===== config.mk =====
export PLATFORM = sky130hd
export DESIGN_NAME = ctrl_pipe_stallable
export DESIGN_NICKNAME = d
export VERILOG_FILES = /design/src/rtl/ctrl_pipe_stallable.sv
export SDC_FILE = /design/constraint.sdc
export NUM_CORES = 1
export LEC_CHECK = 0
export CAP_MARGIN = 20
export CORE_ASPECT_RATIO = 1.25
export CORE_MARGIN = 3
export CORE_UTILIZATION = 54
export CTS_CLUSTER_SIZE = 28
export DETAILED_ROUTE_END_ITERATION = 8
export DONT_BUFFER_PORTS = 1
export HOLD_SLACK_MARGIN = 0.06
export PLACE_DENSITY_LB_ADDON = 0.12
export REMOVE_ABC_BUFFERS = 1
export SYNTH_ARGS = -nofsm -noshare
export SYNTH_HDL_FRONTEND = slang
export SYNTH_SLANG_ARGS = --single-unit

===== constraint.sdc =====
create_clock -name clk -period 2.25 [get_ports clk]
set_clock_uncertainty 0.1 [all_clocks]
set_input_delay 0.3375 -clock clk [delete_from_list [all_inputs] [get_ports clk]]
set_output_delay 0.3375 -clock clk [all_outputs]
set_load 0.02 [all_outputs]

===== src/rtl/ctrl_pipe_stallable.sv =====
// rtl/ctrl_pipe_stallable.sv - stallable/flushable control pipeline with HI/LO mult/div occupancy tracker
module ctrl_pipe_stallable #(
  parameter int CW     = 17,
  parameter int NSTG   = 3,
  parameter int MULCYC = 4,
  parameter int DIVCYC = 32
) (
  input  logic                 clk,
  input  logic                 reset,
  input  logic [CW-1:0]        ctrlD,
  input  logic                 validD,
  input  logic                 mdstartD,
  input  logic                 mddivD,
  input  logic                 mfhlD,
  input  logic [NSTG-1:0]      stall,
  input  logic [NSTG-1:0]      flush,
  output logic [NSTG*CW-1:0]   ctrl_out,
  output logic [NSTG-1:0]      valid_out,
  output logic                 stallD,
  output logic                 mdbusy,
  output logic                 mddone
);

  localparam int MAXCYC = (MULCYC > DIVCYC) ? MULCYC : DIVCYC;
  localparam int CNTW   = (MAXCYC > 1) ? $clog2(MAXCYC) : 1;

  typedef enum logic {IDLE, BUSY} mdState_t;

  mdState_t        state;
  logic [CNTW-1:0] count;
  logic [NSTG-1:0] es;
  logic            mdstallD;
  logic            mdStart;
  logic [CW-1:0]   stageCtrl  [NSTG];
  logic            stageValid [NSTG];

  assign mdbusy   = (state == BUSY);
  assign mddone   = mdbusy && (count == '0);
  assign mdstallD = validD & (mdstartD | mfhlD) & mdbusy;
  assign stallD   = es[0] | mdstallD;
  // Start coincides with the mult/div entering stage 0.
  assign mdStart  = validD & mdstartD & ~stallD & ~flush[0];

  for (genvar k = 0; k < NSTG; k++) begin : gStage
    // A hold anywhere downstream freezes this stage too.
    assign es[k] = |(stall >> k);
    assign ctrl_out[k*CW +: CW] = stageCtrl[k];
    assign valid_out[k]         = stageValid[k];

    if (k == 0) begin : gFirst
      always_ff @(posedge clk) begin
        if (reset || flush[0]) begin
          stageCtrl[0]  <= '0;
          stageValid[0] <= 1'b0;
        end else if (!es[0]) begin
          if (mdstallD) begin
            stageCtrl[0]  <= '0;
            stageValid[0] <= 1'b0;
          end else begin
            stageCtrl[0]  <= ctrlD;
            stageValid[0] <= validD;
          end
        end
      end
    end else begin : gNext
      always_ff @(posedge clk) begin
        if (reset || flush[k]) begin
          stageCtrl[k]  <= '0;
          stageValid[k] <= 1'b0;
        end else if (!es[k]) begin
          if (es[k-1]) begin
            stageCtrl[k]  <= '0;
            stageValid[k] <= 1'b0;
          end else begin
            stageCtrl[k]  <= stageCtrl[k-1];
            stageValid[k] <= stageValid[k-1];
          end
        end
      end
    end
  end

  always_ff @(posedge clk) begin
    if (reset) begin
      state <= IDLE;
      count <= '0;
    end else begin
      case (state)
        IDLE: begin
          if (mdStart) begin
            state <= BUSY;
            count <= mddivD ? CNTW'(DIVCYC - 1) : CNTW'(MULCYC - 1);
          end
        end
        BUSY: begin
          if (count == '0) state <= IDLE;
          else             count <= count - CNTW'(1);
        end
      endcase
    end
  end

endmodule


==> results of run 1 <==
==> cells by family (layout without fill, tap and decap cells) <==
kind of cell | after synthesis | in the layout
AND/OR/NAND/NOR | 78 | 78
AO/OA/AOI/OAI | 11 | 11
flip-flops | 60 | 60
adder cells (fa/ha/maj) | 1 | 1
buffers and inverters | 13 | 26
==> cell type report <==
cell class / instances / share of cell area (%)
inverters: 4 / 0.562
multi-input cells: 90 / 22.6
clock inverters: 6 / 2.39
repair buffers: 6 / 1.78
well taps: 56 / 2.62
flip-flops and latches: 60 / 65.2
clock buffers: 10 / 4.78
==> worst reg2reg max path: stages, from the launching register on <==
cell and delay [ns]:
dfxtp_1 0.57, or3b_1 0.42, or2_1 0.22, a32oi_1 0.20, nor2_1 0.05
==> routing by layer <==
layer	routed length [um]	vias up	track usage, %
met3	538	12	9.82
met4	128	0	13.1
met2	1850	81	24.2
met5	0	-	0
li1	-	615	-
met1	1560	577	19.0
==> report_power, final <==
part | internal (mW) | switching [mW] | total [mW]
combinational | 0.0179 | 0.0359 | 0.0538
sequential | 1.26 | 0.0861 | 1.35
clock | 0.511 | 0.407 | 0.917
==> path summary, 6_finish.rpt <==
| kind | startpoint | endpoint | slack [ns] | depth (start not counted) |
|---|---|---|---|---|
| worst min register to register | count[0] | count[0] | 0.40 | 1 |
| worst min-delay path | ctrlD[9] | stageCtrl[0][9] | 0.10 | 1 |
| worst max-delay path | mdbusy | mddone | 0.28 | 3 |
| worst max register to register | mdbusy | count[3] | 0.58 | 4 |
==> cells in the final DEF, fill, tap and decap left out, types with 2 or more instances in the layout <==
master / count
and2_1: 36
inv_1: 4
clkbuf_8: 9
a211oi_1: 2
a32oi_1: 2
nor2_1: 8
and3_1: 18
nand2_1: 3
dfxtp_1: 6
buf_4: 5
edfxtp_1: 54
clkinvlp_4: 2
clkinv_2: 2
==> registers in the layout, indices dropped and copies added, names as in the netlist <==
| register | cells |
|---|---|
| stageCtrl | 51 |
| stageValid | 3 |
| mdbusy | 1 |
| count | 5 |
==> results.md, run 1 <==
* Total Power at 2.32 mW
* Post-CTS Resized at 0
* Finished Layout Cells at roughly 230
* Multi-input logic area at 604 sq um
* Die ar. at 5320 sq um
* Final Hold Vio Count at 0
* EDFF count, synth at 54
* Routed Antenna Nets at 0
* Storage cell area at 1740 sq um
* Crit path cell chain: nand2_1, nor4_1, buf_4
* Nets at 201
* Critical path class: flip-flop to output port
* DP Cell Count at between 200 and 250
* Post-synthesis async set-or-reset flop share at 0%
* Via count at 1,285
* Synth Register Bits at 60
* I/O Pins at 86
* RePlAce Congestion at between 0.8 and 0.9
* CTS tree: built
* Die W at 65.8 um
* Post-synthesis mux area share at 0%
* Post-synthesis compound-gate area fraction at about 3.6%
* Synth Area in XOR/XNOR at 0%
* Layout cell share with drive strength beyond 1 at 14.8%
* IO buf count at 0
* Crit path launch type: flip-flop
* Synth warn at 0
* Synth Instances at between 150 and 200
* Drt wl/cell at 17.6 um
* Clock sinks at 60
* Starting Density at 57.5%
* Worst slew pin tran at around 0.86 ns
* DR vias/cell at 5.54
* Vias in the first global route at 1,254
* Post-synth top cells: edfxtp_1 (54), and2_1 (36), and3_1 (18), nor2_1 (8), dfxtp_1 (6)
* Endpoints failing setup at 0
* Slew Limit Fails at 0
* Top Family by Delay on Critical Path: flip-flops
* 1st-iter DRT viols at 76
* Top post-synthesis cells by area: edfxtp_1 (67%), and2_1 (9.3%), dfxtp_1 (5.0%)
* # H-tree levels at 3
* Outcome: finished, final reports clean
* CP endpoint kind: output port
* Simple-gate area share of the yosys netlist at 20.9%
* Finished Core Util at between 60% and 70%
* Setup bufs post-CTS at 0
* Num rows at 26
* Final WS setup at approximately 0.28 ns
* Largest family of logic cells by synthesized area: simple AND/OR/NAND/NOR gates
* Worst Path Max Fanout at 8
* Clock Path Buffers at 2
* Final Cycle Share at between 80% and 90%
* Crit path DAT at 1.53 ns
* DRT Pass-1 Iters at 4
* Total length of routed wires at 4080 um
* # diodes at 0
* CP required at 1.81 ns
* Maximum VDD drop at between 800 and 900 uV
* Die Ht at 80.8 um
* CTS root buf: clkbuf_8
* Post-Syn Area per Cell at 14.8 sq um
* Slowest cell delay on critical path at 0.57 ns
* Hold WC Path Type: primary input to flip-flop
* Ys flop type: edfxtp_1
* Yosys cell types at 34
* Place WS at 0.497 ns
* First-pass GRT wire length at 6470 um
* Most frequent cell after synthesis: edfxtp_1
* Fill cell count at 299
* Largest net degree at the start of global routing at 21
* Fmax at roughly 0.51 GHz
* # DRC at 0
* GR Util All Layers at between 15 and 20%
* Period minus WS final at 1.97 ns
* RSZ-0062 raised after global routing: no
* Largest area contributor in the netlist: edfxtp_1
* Adder-Cell Fraction of Synth Area at less than 1%
* Sequential share of the synthesized area at between 70% and 80%
* Mapped cell area at about 2400 sq um
* Global route overflow at 0
* Share of the synthesized area in the top cell type at 67.2%
* Placed inst area at 2470 sq um
* Initial antenna violation count at 0
* Worst skew pair latency at 0.33 ns
* Pwr per Cell Area at 869 nW/um^2
* HPWL Detailed at 3000 um
* LEAKAGE at ~1.1 nW
* Relative slew slack at 42.7%
* Max-cap violations at 0
* # hold bufs at CTS at 1
* Synthesis-to-layout area growth at 10.6%
* Total core area at 4200 sq um
* Post-route setup TNS at 0 ns
* Clock slew at reported path FFs at approximately 0.070 ns
* Num CTS Buffers at 9
* Critical-path top delay cell: dfxtp_1
* Worst Path Buf+Inv at 1
* Hold slack at 0.103 ns
* Design Area, Final at 2670 sq um
Power figures use the tool's default switching activity.
==> run 2: changes to the inputs <==
Settings changed: CORE_ASPECT_RATIO 1.25 to 1.2.
==> run 2 against run 1 <==
Utilization is 1.7 points lower. Critical path depth unchanged. Combinational power about the same. Non-clock buffer count unchanged. First-iteration DRC count fell by 2.6%. Clock power is 4.1% lower.
==> results.md, run 2 (synthesis results as in run 1) <==
* Outcome: finished, final reports clean
* Initial antenna violation count at 0
* Routed Antenna Nets at 0
* Max-cap violations at 0
* # hold bufs at CTS at 1
* Maximum VDD drop at 485 uV
* Final Cycle Share at 88.5%
* Fmax at 0.502 GHz
* Internal at 1.78 mW
* Synthesis-to-layout area growth at 10.2%
* GR Util All Layers at between 10% and 20%
* R2R cell count at 4
* IO buf count at 0
* Net Sw Frac at 21.9%
* R2R Path Start: mdbusy
* I/O Pins at 86
* Crit path DAT at 1.55 ns
* Switching power at about 500 uW
* Total core area at 4290 sq um
* Place WS at 0.480 ns
* DRT Pass-1 Iters at 4
* Most common cell after layout, fill and taps aside: edfxtp_1
* Clock sinks at 60
* Die Ht at 79.3 um
* Post-CTS Resized at 0
* Post-route setup TNS at 0 ns
* Clock slew at reported path FFs at approximately 0.06 ns
* Die W at around 67 um
* Num CTS Buffers at 9
* Total length of routed wires at 3960 um
* Largest net degree at the start of global routing at 20
* Layout cell share with drive strength beyond 1 at 14.3%
* Relative slew slack at 40.3%
* DR vias/cell at 5.44
* # DRC at 0
* Final WS setup at 0.259 ns
* Worst slew pin tran at 0.892 ns
* Worst Path Max Fanout at 8
* Starting Density at 56.2%
* Vias in the first global route at 1,260
* Multi-input logic area at 604 sq um
* Number of flip-flops under the largest register name at a little over 50
* Clock Path Buffers at 2
* Most frequent cells in the layout: edfxtp_1 (54), and2_1 (36), and3_1 (18)
* Hold depth at 1
* Hold slack at 0.107 ns
* Pwr per Cell Area at 858 nW/um^2
* # H-tree levels at 3
* Period minus WS final at around 2 ns
* Num rows at 26
* Die ar. at 5310 sq um
* First-pass GRT wire length at 6250 um
* Nets at about 200
* Crit path launch type: flip-flop
* Endpoints failing setup at 0
* LEAKAGE at 1.07 nW
* Clock power share at 38.5%
* Setup bufs post-CTS at 0
* 1st-iter DRT viols at 74
* Worst Hold End: stageCtrl[0][14]
* Finished Core Util at 61.9%
* Storage cell area at between 1500 and 2000 sq um
* CTS tree: built
* Worst Min Path Start: ctrlD[14]
* CP endpoint kind: output port
* RePlAce Congestion at 0.738
* Global route overflow at 0
* Fill cell count at 339
* Drt wl/cell at 17.1 um
* Via count at about 1,300
* Hold WC Path Type: primary input to flip-flop
* Design Area, Final at between 2000 and 3000 sq um
* Sequential share of power at 59.1%
* Critical path class: flip-flop to output port
* Final Hold Vio Count at 0
* Largest Register: stageCtrl
* CTS root buf: clkbuf_8
* Placed inst area at 2470 sq um
* Worst R2R End: count[3]
* Combinational share of power at 2.4%
* RSZ-0062 raised after global routing: no
* # diodes at 0
* Reg2reg setup slack at 0.56 ns
* CP required at 1.81 ns
* Largest regs: stageCtrl: 51 flops, count: 5 flops, stageValid: 3 flops
* Slew Limit Fails at 0
* HPWL Detailed at 2910 um
* Worst skew pair latency at 0.32 ns
==> run 2: cell count changes in the layout (fill, tap and decap cells not counted) <==
cell        change
clkinv_4        +1
clkinvlp_4      -2
inv_6           -1
clkinv_2        +1
==> run 2: routing by layer <==
layer	GRT usage, %	share of wire, %
met1	19.0	41
met2	23.3	45
met3	9.19	12
met4	8.72	1.7
met5	0	0
==> run 2: layout make-up <==
cell class	instances	share of cell area, %
inverter	4	0.564
timing repair buffer	6	1.79
clock inverter	5	2.02
tap	56	2.63
multi-input combinational	90	22.7
sequential	60	65.5
clock buffer	10	4.80
==> run 2: power by group through the flow <==
stage	sequential (mW)	combinational, mW	clock, mW
global route	1.35	0.0616	0.950
global placement	1.37	0.0487	0
detailed placement	1.37	0.0518	0
CTS	1.35	0.0546	0.910
finish	1.35	0.0541	0.879
floorplan	1.36	0.0370	0
==> run 2: how the worst max path moves through the flow <==
stage,from,end,slack [ns]
after floorplan,stall[1],stageCtrl[1][0],0.07
after global placement,reset,stageCtrl[1][4],0.62
after detailed placement,reset,stageCtrl[1][14],0.48
after CTS,mdbusy,mddone,0.31
after global routing,mdbusy,mddone,0.20
final,mdbusy,mddone,0.26
==> run 2: metrics by stage <==
step / power, mW / instances
finish: 2.28 / 231
global route: 2.37 / 231
CTS: 2.31 / 231
detailed placement: 1.43 / 215
global placement: 1.42 / 215
floorplan: 1.40 / 154
==> run 2: worst max-delay path: stages (launching register included) <==
cell and delay [ns]:
dfxtp_1 0.58, nand2_1 0.20, nor4_1 0.26, buf_4 0.20
